$ cat src/rtl/frame_reader_if.sv
// RAM read port and outgoing sample stream of frame_reader.
// master = the reader, slave = RAM + downstream consumer.
interface frame_reader_if #(
  parameter int DATA_W = 12,
  parameter int ADDR_W = 9
) ();
  logic [ADDR_W-1:0] rd_addr;
  logic              rd_en;
  logic [DATA_W-1:0] rd_data;
  logic [DATA_W-1:0] frame_data;
  logic              frame_valid;
  logic              frame_ready;
  logic              frame_first;
  logic              frame_last;

  modport master (
    output rd_addr, rd_en, frame_data, frame_valid, frame_first, frame_last,
    input  rd_data, frame_ready
  );

  modport slave (
    input  rd_addr, rd_en, frame_data, frame_valid, frame_first, frame_last,
    output rd_data, frame_ready
  );
endinterface

$ cat src/rtl/frame_reader.sv
// Ping-pong bank reader: queues filled banks and streams each one as a
// zero-padded FRAME_LEN-sample frame over a valid/ready handshake.
module frame_reader #(
  parameter int FRAME_LEN  = 256,
  parameter int BANK_DEPTH = 200,
  parameter int DATA_W     = 12
) (
  input  logic           clk,
  input  logic           reset,
  input  logic           bank0_full,
  input  logic           bank1_full,
  input  logic           memorization_completed,
  input  logic [7:0]     idx_final,
  input  logic           wr_bank,
  frame_reader_if.master bus,
  output logic           overrun
);
  localparam int CNT_W = $clog2(FRAME_LEN);
  localparam int LEN_W = $clog2(FRAME_LEN + 1);

  typedef enum logic [1:0] {S_IDLE, S_READ, S_PAD, S_DRAIN} state_t;
  typedef struct packed {
    logic [DATA_W-1:0] data;
    logic              first;
    logic              last;
  } ent_t;

  state_t                state_q, state_d;
  logic                  bank_q, bank_d;
  logic [LEN_W-1:0]      len_q, len_d;
  logic [CNT_W-1:0]      cnt_q, cnt_d;
  logic [1:0]            pend_vld_q, pend_vld_d;
  logic [1:0][LEN_W-1:0] pend_len_q, pend_len_d;
  logic                  old_q, old_d;
  logic                  full_seen_q, full_seen_d;
  logic                  overrun_q, overrun_d;
  logic                  issue_q, issue_d, zero_q, zero_d;
  logic                  ifirst_q, ifirst_d, ilast_q, ilast_d;
  logic                  rd_en_q, rd_en_d;
  logic [CNT_W:0]        rd_addr_q, rd_addr_d;
  logic                  stage_vld_q, stage_vld_d, stage_zero_q, stage_zero_d;
  logic                  stage_first_q, stage_first_d, stage_last_q, stage_last_d;
  ent_t                  fifo0_q, fifo0_d, fifo1_q, fifo1_d;
  logic [1:0]            count_q, count_d;

  ent_t                  stage_ent, head;
  logic                  frame_valid, pop, issue_ok, mc_ok, sel;
  logic [1:0]            set_b, vld_cl;
  logic [1:0][LEN_W-1:0] set_len;

  always_comb begin
    state_d = state_q; bank_d = bank_q; len_d = len_q; cnt_d = cnt_q;
    pend_vld_d = pend_vld_q; pend_len_d = pend_len_q; old_d = old_q;
    overrun_d = overrun_q; full_seen_d = bank0_full | bank1_full;
    issue_d = 1'b0; zero_d = 1'b0; ifirst_d = 1'b0; ilast_d = 1'b0;
    rd_en_d = 1'b0; rd_addr_d = rd_addr_q;
    stage_vld_d = issue_q; stage_zero_d = zero_q;
    stage_first_d = ifirst_q; stage_last_d = ilast_q;
    fifo0_d = fifo0_q; fifo1_d = fifo1_q; count_d = count_q;
    sel = 1'b0;

    // The stage slot holds the item whose RAM data is on rd_data this cycle;
    // it is offered downstream directly when the FIFO is empty.
    stage_ent.data  = stage_zero_q ? '0 : bus.rd_data;
    stage_ent.first = stage_first_q;
    stage_ent.last  = stage_last_q;
    frame_valid = (count_q != 2'd0) || stage_vld_q;
    head = (count_q != 2'd0) ? fifo0_q : (stage_vld_q ? stage_ent : '0);
    pop  = frame_valid && bus.frame_ready;

    if (pop && count_q != 2'd0) begin
      fifo0_d = fifo1_q;
      count_d = count_q - 2'd1;
    end
    if (stage_vld_q && !(pop && count_q == 2'd0)) begin
      if (count_d == 2'd0) fifo0_d = stage_ent;
      else fifo1_d = stage_ent;
      count_d = count_d + 2'd1;
    end
    issue_ok = ({1'b0, count_d} + {2'b00, issue_q}) < 3'd2;

    case (state_q)
      S_IDLE: if (pend_vld_q != 2'b00) begin
        sel = (&pend_vld_q) ? old_q : pend_vld_q[1];
        pend_vld_d[sel] = 1'b0;
        bank_d  = sel;
        len_d   = pend_len_q[sel];
        cnt_d   = '0;
        state_d = S_READ;
      end
      S_READ: if (issue_ok) begin
        issue_d   = 1'b1;
        rd_en_d   = 1'b1;
        rd_addr_d = {bank_q, cnt_q};
        ifirst_d  = (cnt_q == '0);
        ilast_d   = (cnt_q == CNT_W'(FRAME_LEN - 1));
        cnt_d     = cnt_q + 1'b1;
        if (LEN_W'(cnt_q) == len_q - LEN_W'(1))
          state_d = (len_q == LEN_W'(FRAME_LEN)) ? S_DRAIN : S_PAD;
      end
      S_PAD: if (issue_ok) begin
        issue_d = 1'b1;
        zero_d  = 1'b1;
        ilast_d = (cnt_q == CNT_W'(FRAME_LEN - 1));
        cnt_d   = cnt_q + 1'b1;
        if (cnt_q == CNT_W'(FRAME_LEN - 1)) state_d = S_DRAIN;
      end
      S_DRAIN: if (count_q == 2'd0 && !stage_vld_q && !issue_q) state_d = S_IDLE;
      default: state_d = S_IDLE;
    endcase

    // A completion right after a full pulse carries a stale index and is dropped.
    vld_cl  = pend_vld_d;
    set_b   = {bank1_full, bank0_full};
    set_len = {2{LEN_W'(BANK_DEPTH)}};
    mc_ok   = memorization_completed && !full_seen_q;
    if (mc_ok) begin
      set_b[wr_bank]   = 1'b1;
      set_len[wr_bank] = LEN_W'(idx_final) + LEN_W'(1);
    end
    for (int b = 0; b < 2; b++) begin
      if (set_b[b]) begin
        if (pend_vld_q[b] || (state_q == S_READ && bank_q == 1'(b))) overrun_d = 1'b1;
        pend_vld_d[b] = 1'b1;
        pend_len_d[b] = set_len[b];
      end
    end
    if (&set_b) old_d = 1'b0;
    else if (set_b[0]) old_d = vld_cl[1];
    else if (set_b[1]) old_d = !vld_cl[0];
  end

  always_ff @(posedge clk or posedge reset) begin
    if (reset) begin
      state_q <= S_IDLE; bank_q <= 1'b0; len_q <= '0; cnt_q <= '0;
      pend_vld_q <= '0; pend_len_q <= '0; old_q <= 1'b0;
      full_seen_q <= 1'b0; overrun_q <= 1'b0;
      issue_q <= 1'b0; zero_q <= 1'b0; ifirst_q <= 1'b0; ilast_q <= 1'b0;
      rd_en_q <= 1'b0; rd_addr_q <= '0;
      stage_vld_q <= 1'b0; stage_zero_q <= 1'b0;
      stage_first_q <= 1'b0; stage_last_q <= 1'b0;
      fifo0_q <= '0; fifo1_q <= '0; count_q <= '0;
    end else begin
      state_q <= state_d; bank_q <= bank_d; len_q <= len_d; cnt_q <= cnt_d;
      pend_vld_q <= pend_vld_d; pend_len_q <= pend_len_d; old_q <= old_d;
      full_seen_q <= full_seen_d; overrun_q <= overrun_d;
      issue_q <= issue_d; zero_q <= zero_d; ifirst_q <= ifirst_d; ilast_q <= ilast_d;
      rd_en_q <= rd_en_d; rd_addr_q <= rd_addr_d;
      stage_vld_q <= stage_vld_d; stage_zero_q <= stage_zero_d;
      stage_first_q <= stage_first_d; stage_last_q <= stage_last_d;
      fifo0_q <= fifo0_d; fifo1_q <= fifo1_d; count_q <= count_d;
    end
  end

  assign bus.rd_en       = rd_en_q;
  assign bus.rd_addr     = rd_addr_q;
  assign bus.frame_valid = frame_valid;
  assign bus.frame_data  = head.data;
  assign bus.frame_first = head.first;
  assign bus.frame_last  = head.last;
  assign overrun         = overrun_q;
endmodule
$ cat src/flat_wrapper.sv
// flat-port wrapper written by rule: the top's interface ports become plain ports
module frame_reader_flat 
#(
  parameter int FRAME_LEN  = 256,
  parameter int BANK_DEPTH = 200,
  parameter int DATA_W     = 12
)
  (clk, reset, bank0_full, bank1_full, memorization_completed, idx_final, wr_bank, overrun, bus_rd_addr, bus_rd_en, bus_frame_data, bus_frame_valid, bus_frame_first, bus_frame_last, bus_rd_data, bus_frame_ready);
  frame_reader_if #(.DATA_W(DATA_W)) bus_i ();
  input  logic clk;
  input  logic reset;
  input  logic bank0_full;
  input  logic bank1_full;
  input  logic memorization_completed;
  input  logic [7:0] idx_final;
  input  logic wr_bank;
  output logic overrun;
  output wire logic [$bits(bus_i.rd_addr)-1:0] bus_rd_addr;
  output wire logic [$bits(bus_i.rd_en)-1:0] bus_rd_en;
  output wire logic [$bits(bus_i.frame_data)-1:0] bus_frame_data;
  output wire logic [$bits(bus_i.frame_valid)-1:0] bus_frame_valid;
  output wire logic [$bits(bus_i.frame_first)-1:0] bus_frame_first;
  output wire logic [$bits(bus_i.frame_last)-1:0] bus_frame_last;
  input wire logic [$bits(bus_i.rd_data)-1:0] bus_rd_data;
  input wire logic [$bits(bus_i.frame_ready)-1:0] bus_frame_ready;
  assign bus_rd_addr = bus_i.rd_addr;
  assign bus_rd_en = bus_i.rd_en;
  assign bus_frame_data = bus_i.frame_data;
  assign bus_frame_valid = bus_i.frame_valid;
  assign bus_frame_first = bus_i.frame_first;
  assign bus_frame_last = bus_i.frame_last;
  assign bus_i.rd_data = bus_rd_data;
  assign bus_i.frame_ready = bus_frame_ready;
  frame_reader #(.FRAME_LEN(FRAME_LEN), .BANK_DEPTH(BANK_DEPTH), .DATA_W(DATA_W)) u_core (.clk(clk), .reset(reset), .bank0_full(bank0_full), .bank1_full(bank1_full), .memorization_completed(memorization_completed), .idx_final(idx_final), .wr_bank(wr_bank), .bus(bus_i), .overrun(overrun));
endmodule
$ cat config.mk
export PLATFORM = sky130hd
export DESIGN_NAME = frame_reader_flat
export DESIGN_NICKNAME = d
export VERILOG_FILES = /design/src/rtl/frame_reader_if.sv /design/src/rtl/frame_reader.sv /design/src/flat_wrapper.sv
export SDC_FILE = /design/constraint.sdc
export NUM_CORES = 1
export LEC_CHECK = 0
export ABC_CLOCK_PERIOD_IN_PS = 4100
export BUFFER_PORTS_ARGS = -buffer_cell sky130_fd_sc_hd__buf_2
export CORE_UTILIZATION = 52
export DETAILED_ROUTE_END_ITERATION = 8
export MAX_ROUTING_LAYER = met4
export PLACE_DENSITY = 0.77
export SLEW_MARGIN = 20
export SYNTH_ARGS = -nofsm -noshare
export SYNTH_HDL_FRONTEND = slang
export SYNTH_SLANG_ARGS = --single-unit
$ cat constraint.sdc
create_clock -name clk -period 4.1 [get_ports clk]
set_clock_uncertainty 0.15 [all_clocks]
set_input_delay 0.82 -clock clk [delete_from_list [all_inputs] [get_ports clk]]
set_output_delay 0.82 -clock clk [all_outputs]
set_load 0.01 [all_outputs]
==> flow_summary_export.csv <==
group,metric,value,unit
place,dp.cells,630,
flow_run,max_cap_violations,0,
sta,finalCritPeriodShare,0.763,
critical_path,worst_ep_required_time,4.20,ns
cts,tritoncts.num_buffers,9,
synthesis,mappedNetlistArea,4740,um^2
grt,grt_pass1_wl,16300,um
synthesis,number_of_enable_type_register_cells_in_the_synthesized_netlist,0,
synthesis,synthDistinctLibCells,54,
place,placed_area,5050,um^2
synthesis,synthesis.area_per_instance,9.57,um^2
synthesis,synth_simple_gate_area_share,0.176,
routing,route.detailed.drc,0,
routing,routed-via-count,3652,
cts,clkSlewWorstSetupHoldPaths,0.09,ns
run_status,result_of_the_run,"finished clean",
critical_path,slowest_stage,"sky130_fd_sc_hd__a221o_1",
critical_path,timing.critical_path.arrival,3.22,ns
cts,tritoncts,"built",
place,dp_hpwl,6380,um
routing,routed_via_density,5.65,
synthesis,synth-seq-cells,91,
routing,dr_wl_met2,4580,um
place,io_buffer_count,52,
final_layout,final-instance-count-excl-fill,646,
sta,timing_worst_slew_pin_value,0.938,ns
synthesis,synth-async-reset-ratio,1.00,
hold_path,type_of_the_worst_min_delay_path,"reg -> reg",
place,gp_routability_congestion,0.833,
grt,grt.total_usage,0.218,
critical_path,cp_slowest_stage_delay,0.45,ns
critical_path,worstSetupStartpointType,"flip-flop",
final_layout,final_net_count,572,
routing,detail_route.wirelength.met1,4370,um
floorplan,ioPinCount,53,
floorplan,fp.dieArea,9500,um^2
synthesis,yosys_most_used_dff,"sky130_fd_sc_hd__dfrtp_1",
routing,top_layer_used,"met4",
grt,grt_pass1_vias,3514,
synthesis,synth_compound_gate_area_share,0.142,
sta,slew_headroom,0.373,
critical_path,path_max_fanout,11,
final_layout,most-common-layout-cells,"91 x sky130_fd_sc_hd__dfrtp_1, 77 x sky130_fd_sc_hd__nand2_1, 59 x sky130_fd_sc_hd__o21ai_0",
floorplan,fp.dieH,97.5,um
routing,routed_wire_length_per_instance,14.6,um
synthesis,yosysSeqAreaShare,0.481,
cts,post_cts_resized,0,
grt,globalRoute.totalOverflow,0,
synthesis,syn_inst,495,
sta,fmax,320,MHz
floorplan,initial_utilization,0.541,
sta,finalWorstPathRequiredPeriod,3.13,ns
synthesis,yosys-mux-area-fraction,0.0961,
final_layout,non_filler_cell_area_final,5260,um^2
sta,report.final.setup_viol,0,
sta,report.final.slew_viol_count,0,
grt,antenna_violations_before_repair,0,
critical_path,critPathCaptureType,"flip-flop",
cts,sinks_on_the_clock_net,91,
synthesis,combinational_family_with_the_most_area_after_synthesis,"simple AND/OR/NAND/NOR gates",
synthesis,post_synth_xor_area_fraction,0.0259,
pwr,power_per_cell_area,660,nW/um^2
pwr,ir_worst_vdd,0.345,mV
cts,worstSkewPairLatency,0.36,ns
critical_path,setup.worst_path.class,"reg -> reg",
floorplan,core,8760,um^2
routing,routed_wl,9430,um
cts,cts_setup_buffers,0,
sta,unrepaired_setup_endpoints_after_global_routing,"no",
sta,fin_setup_tns,0,ns
floorplan,die_w,97.5,um
critical_path,crit_chain,"inv_1, ha_1, nand2b_1, nor2_1, a21oi_1, ha_1, nand2_1, a21oi_1, a221o_1, nor4b_1, mux2_1, a22o_1",
synthesis,synth_fa_ha_area_frac,0.0317,
final_layout,postLayoutCoreUtil,0.600,
final_layout,antenna_cells_inserted,0,
synthesis,yosysWarningCount,0,
floorplan,core.rowCount,34,
sta,final_hold_viol_count,0,
final_layout,layout_commonest_cell,"sky130_fd_sc_hd__dfrtp_1",
routing,initialDrtViolationCount,162,
routing,antenna_violating_nets_post_route,0,
pwr,power.static_leakage,2.52,nW
cts,root_buffer,"sky130_fd_sc_hd__clkbuf_8",
final_layout,drive_above_1_share,0.152,
cts,cts_htree_levels,3,
cts,buffers_from_clock_root_to_sink_at_most,2,
grt,grt_start_max_net_pins,47,
routing,first_pass_iters,8,
pwr,power.total,3.47,mW
final_layout,synthToLayoutAreaGrowth,10.9,%
cts,hold_buffers,0,
routing,wl_met3,375,um
synthesis,synthesis.nets,534,
==> cell families after synthesis <==
logic type	after synthesis
DFF	91
buffers and inverters	58
adders and majority gates	12
muxes	42
AOI/OAI and AO/OA	111
xor gates and xnor gates	14
and+or+nand+nor	167
==> final timing paths <==
| kind | startpoint | end | slack [ns] | cells after the start |
|---|---|---|---|---|
| hold reg to reg | u_core.ifirst_q | u_core.stage_first_q | 0.21 | 0 |
| hold / removal | u_core.ifirst_q | u_core.stage_first_q | 0.21 | 0 |
| max in group asynchronous | reset | u_core.cnt_q[5] | 2.68 | 3 |
| setup / recovery | u_core.count_q[0] | u_core.cnt_q[6] | 0.97 | 12 |
| setup reg to reg | u_core.count_q[0] | u_core.cnt_q[6] | 0.97 | 12 |
| min in group asynchronous | reset | u_core.fifo1_q[6] | 0.41 | 2 |
==> Yosys cell counts (2+ instances only) <==
cell	count	area (um^2)
sky130_fd_sc_hd__and2_1	2	12.5
sky130_fd_sc_hd__xor2_1	8	70.1
sky130_fd_sc_hd__nand3b_1	15	113
sky130_fd_sc_hd__nor2_1	23	86.3
sky130_fd_sc_hd__dfrtp_1	91	2280
sky130_fd_sc_hd__inv_1	29	109
sky130_fd_sc_hd__nand2_1	77	289
sky130_fd_sc_hd__or2_1	2	12.5
sky130_fd_sc_hd__a221oi_1	2	17.5
sky130_fd_sc_hd__nand2b_1	4	25.0
sky130_fd_sc_hd__mux2i_1	14	140
sky130_fd_sc_hd__or3b_1	2	17.5
sky130_fd_sc_hd__nor3_1	7	35.0
sky130_fd_sc_hd__nor4_1	2	12.5
sky130_fd_sc_hd__a41oi_1	2	17.5
sky130_fd_sc_hd__o22ai_1	12	75.1
sky130_fd_sc_hd__buf_2	2	10.0
sky130_fd_sc_hd__o21ai_1	6	30.0
sky130_fd_sc_hd__o21ai_0	59	295
sky130_fd_sc_hd__a22o_1	6	52.6
sky130_fd_sc_hd__a21oi_1	10	50.1
sky130_fd_sc_hd__nor2b_1	3	18.8
sky130_fd_sc_hd__and3_1	4	25.0
sky130_fd_sc_hd__mux2_2	5	56.3
sky130_fd_sc_hd__mux2_1	23	259
sky130_fd_sc_hd__ha_1	12	150
sky130_fd_sc_hd__nor3b_1	3	22.5
sky130_fd_sc_hd__nand3_1	11	55.1
sky130_fd_sc_hd__clkbuf_1	25	93.8
sky130_fd_sc_hd__nor4b_1	4	35.0
sky130_fd_sc_hd__xnor2_1	6	52.6
sky130_fd_sc_hd__o211ai_1	2	15.0
==> critical path: cells and delay by family (launching register included) <==
kind,cells,cell delay (ns)
DFF,1,0.36
adders and majority gates,2,0.50
and+or+nand+nor,4,0.83
buffers and inverters,1,0.07
muxes,1,0.36
AOI/OAI and AO/OA,4,0.74
==> routing by layer <==
layer / global-route usage / vias up
met2: 0.359 / 78
met3: 0.0388 / 10
met4: 0.0645 / 0
li1: - / 1802
met5: - / -
met1: 0.276 / 1762
==> power by group <==
part           internal (mW)  switching [mW]  total (mW)
Sequential              1.14           0.190        1.33
Combinational          0.616           0.899        1.51
Clock                  0.302           0.323       0.625
Total                   2.06            1.41        3.47
==> flip-flops by register name (all words and copies together), names as in the netlist, 2 cells and up <==
name and flops:
u_core.pend_len_q 18, u_core.fifo0_q 14, u_core.fifo1_q 14, u_core.bus.rd_addr 9
u_core.len_q 9, u_core.cnt_q 8, u_core.count_q 2, u_core.pend_vld_q 2
u_core.state_q 2
==> through the flow <==
| step | worst slack, ns | hold slack [ns] |
|---|---|---|
| global route | 0.815 | 0.209 |
| finish | 0.974 | 0.206 |
| floorplan | 0.357 | 0.181 |
| detailed placement | 0.754 | 0.191 |
| global placement | 0.825 | 0.186 |
| CTS | 1.00 | 0.210 |
==> area by class of cell <==
type / instances / area, um^2
Clock inverter: 5 / 60.1
Tap cell: 108 / 135
Timing Repair Buffer: 55 / 295
Clock buffer: 11 / 141
Inverter: 30 / 114
Multi-Input combinational cell: 346 / 2230
Sequential cell: 91 / 2280
Fill cell: 738 / 3510
Note: power is estimated with default switching activity, not from simulation.
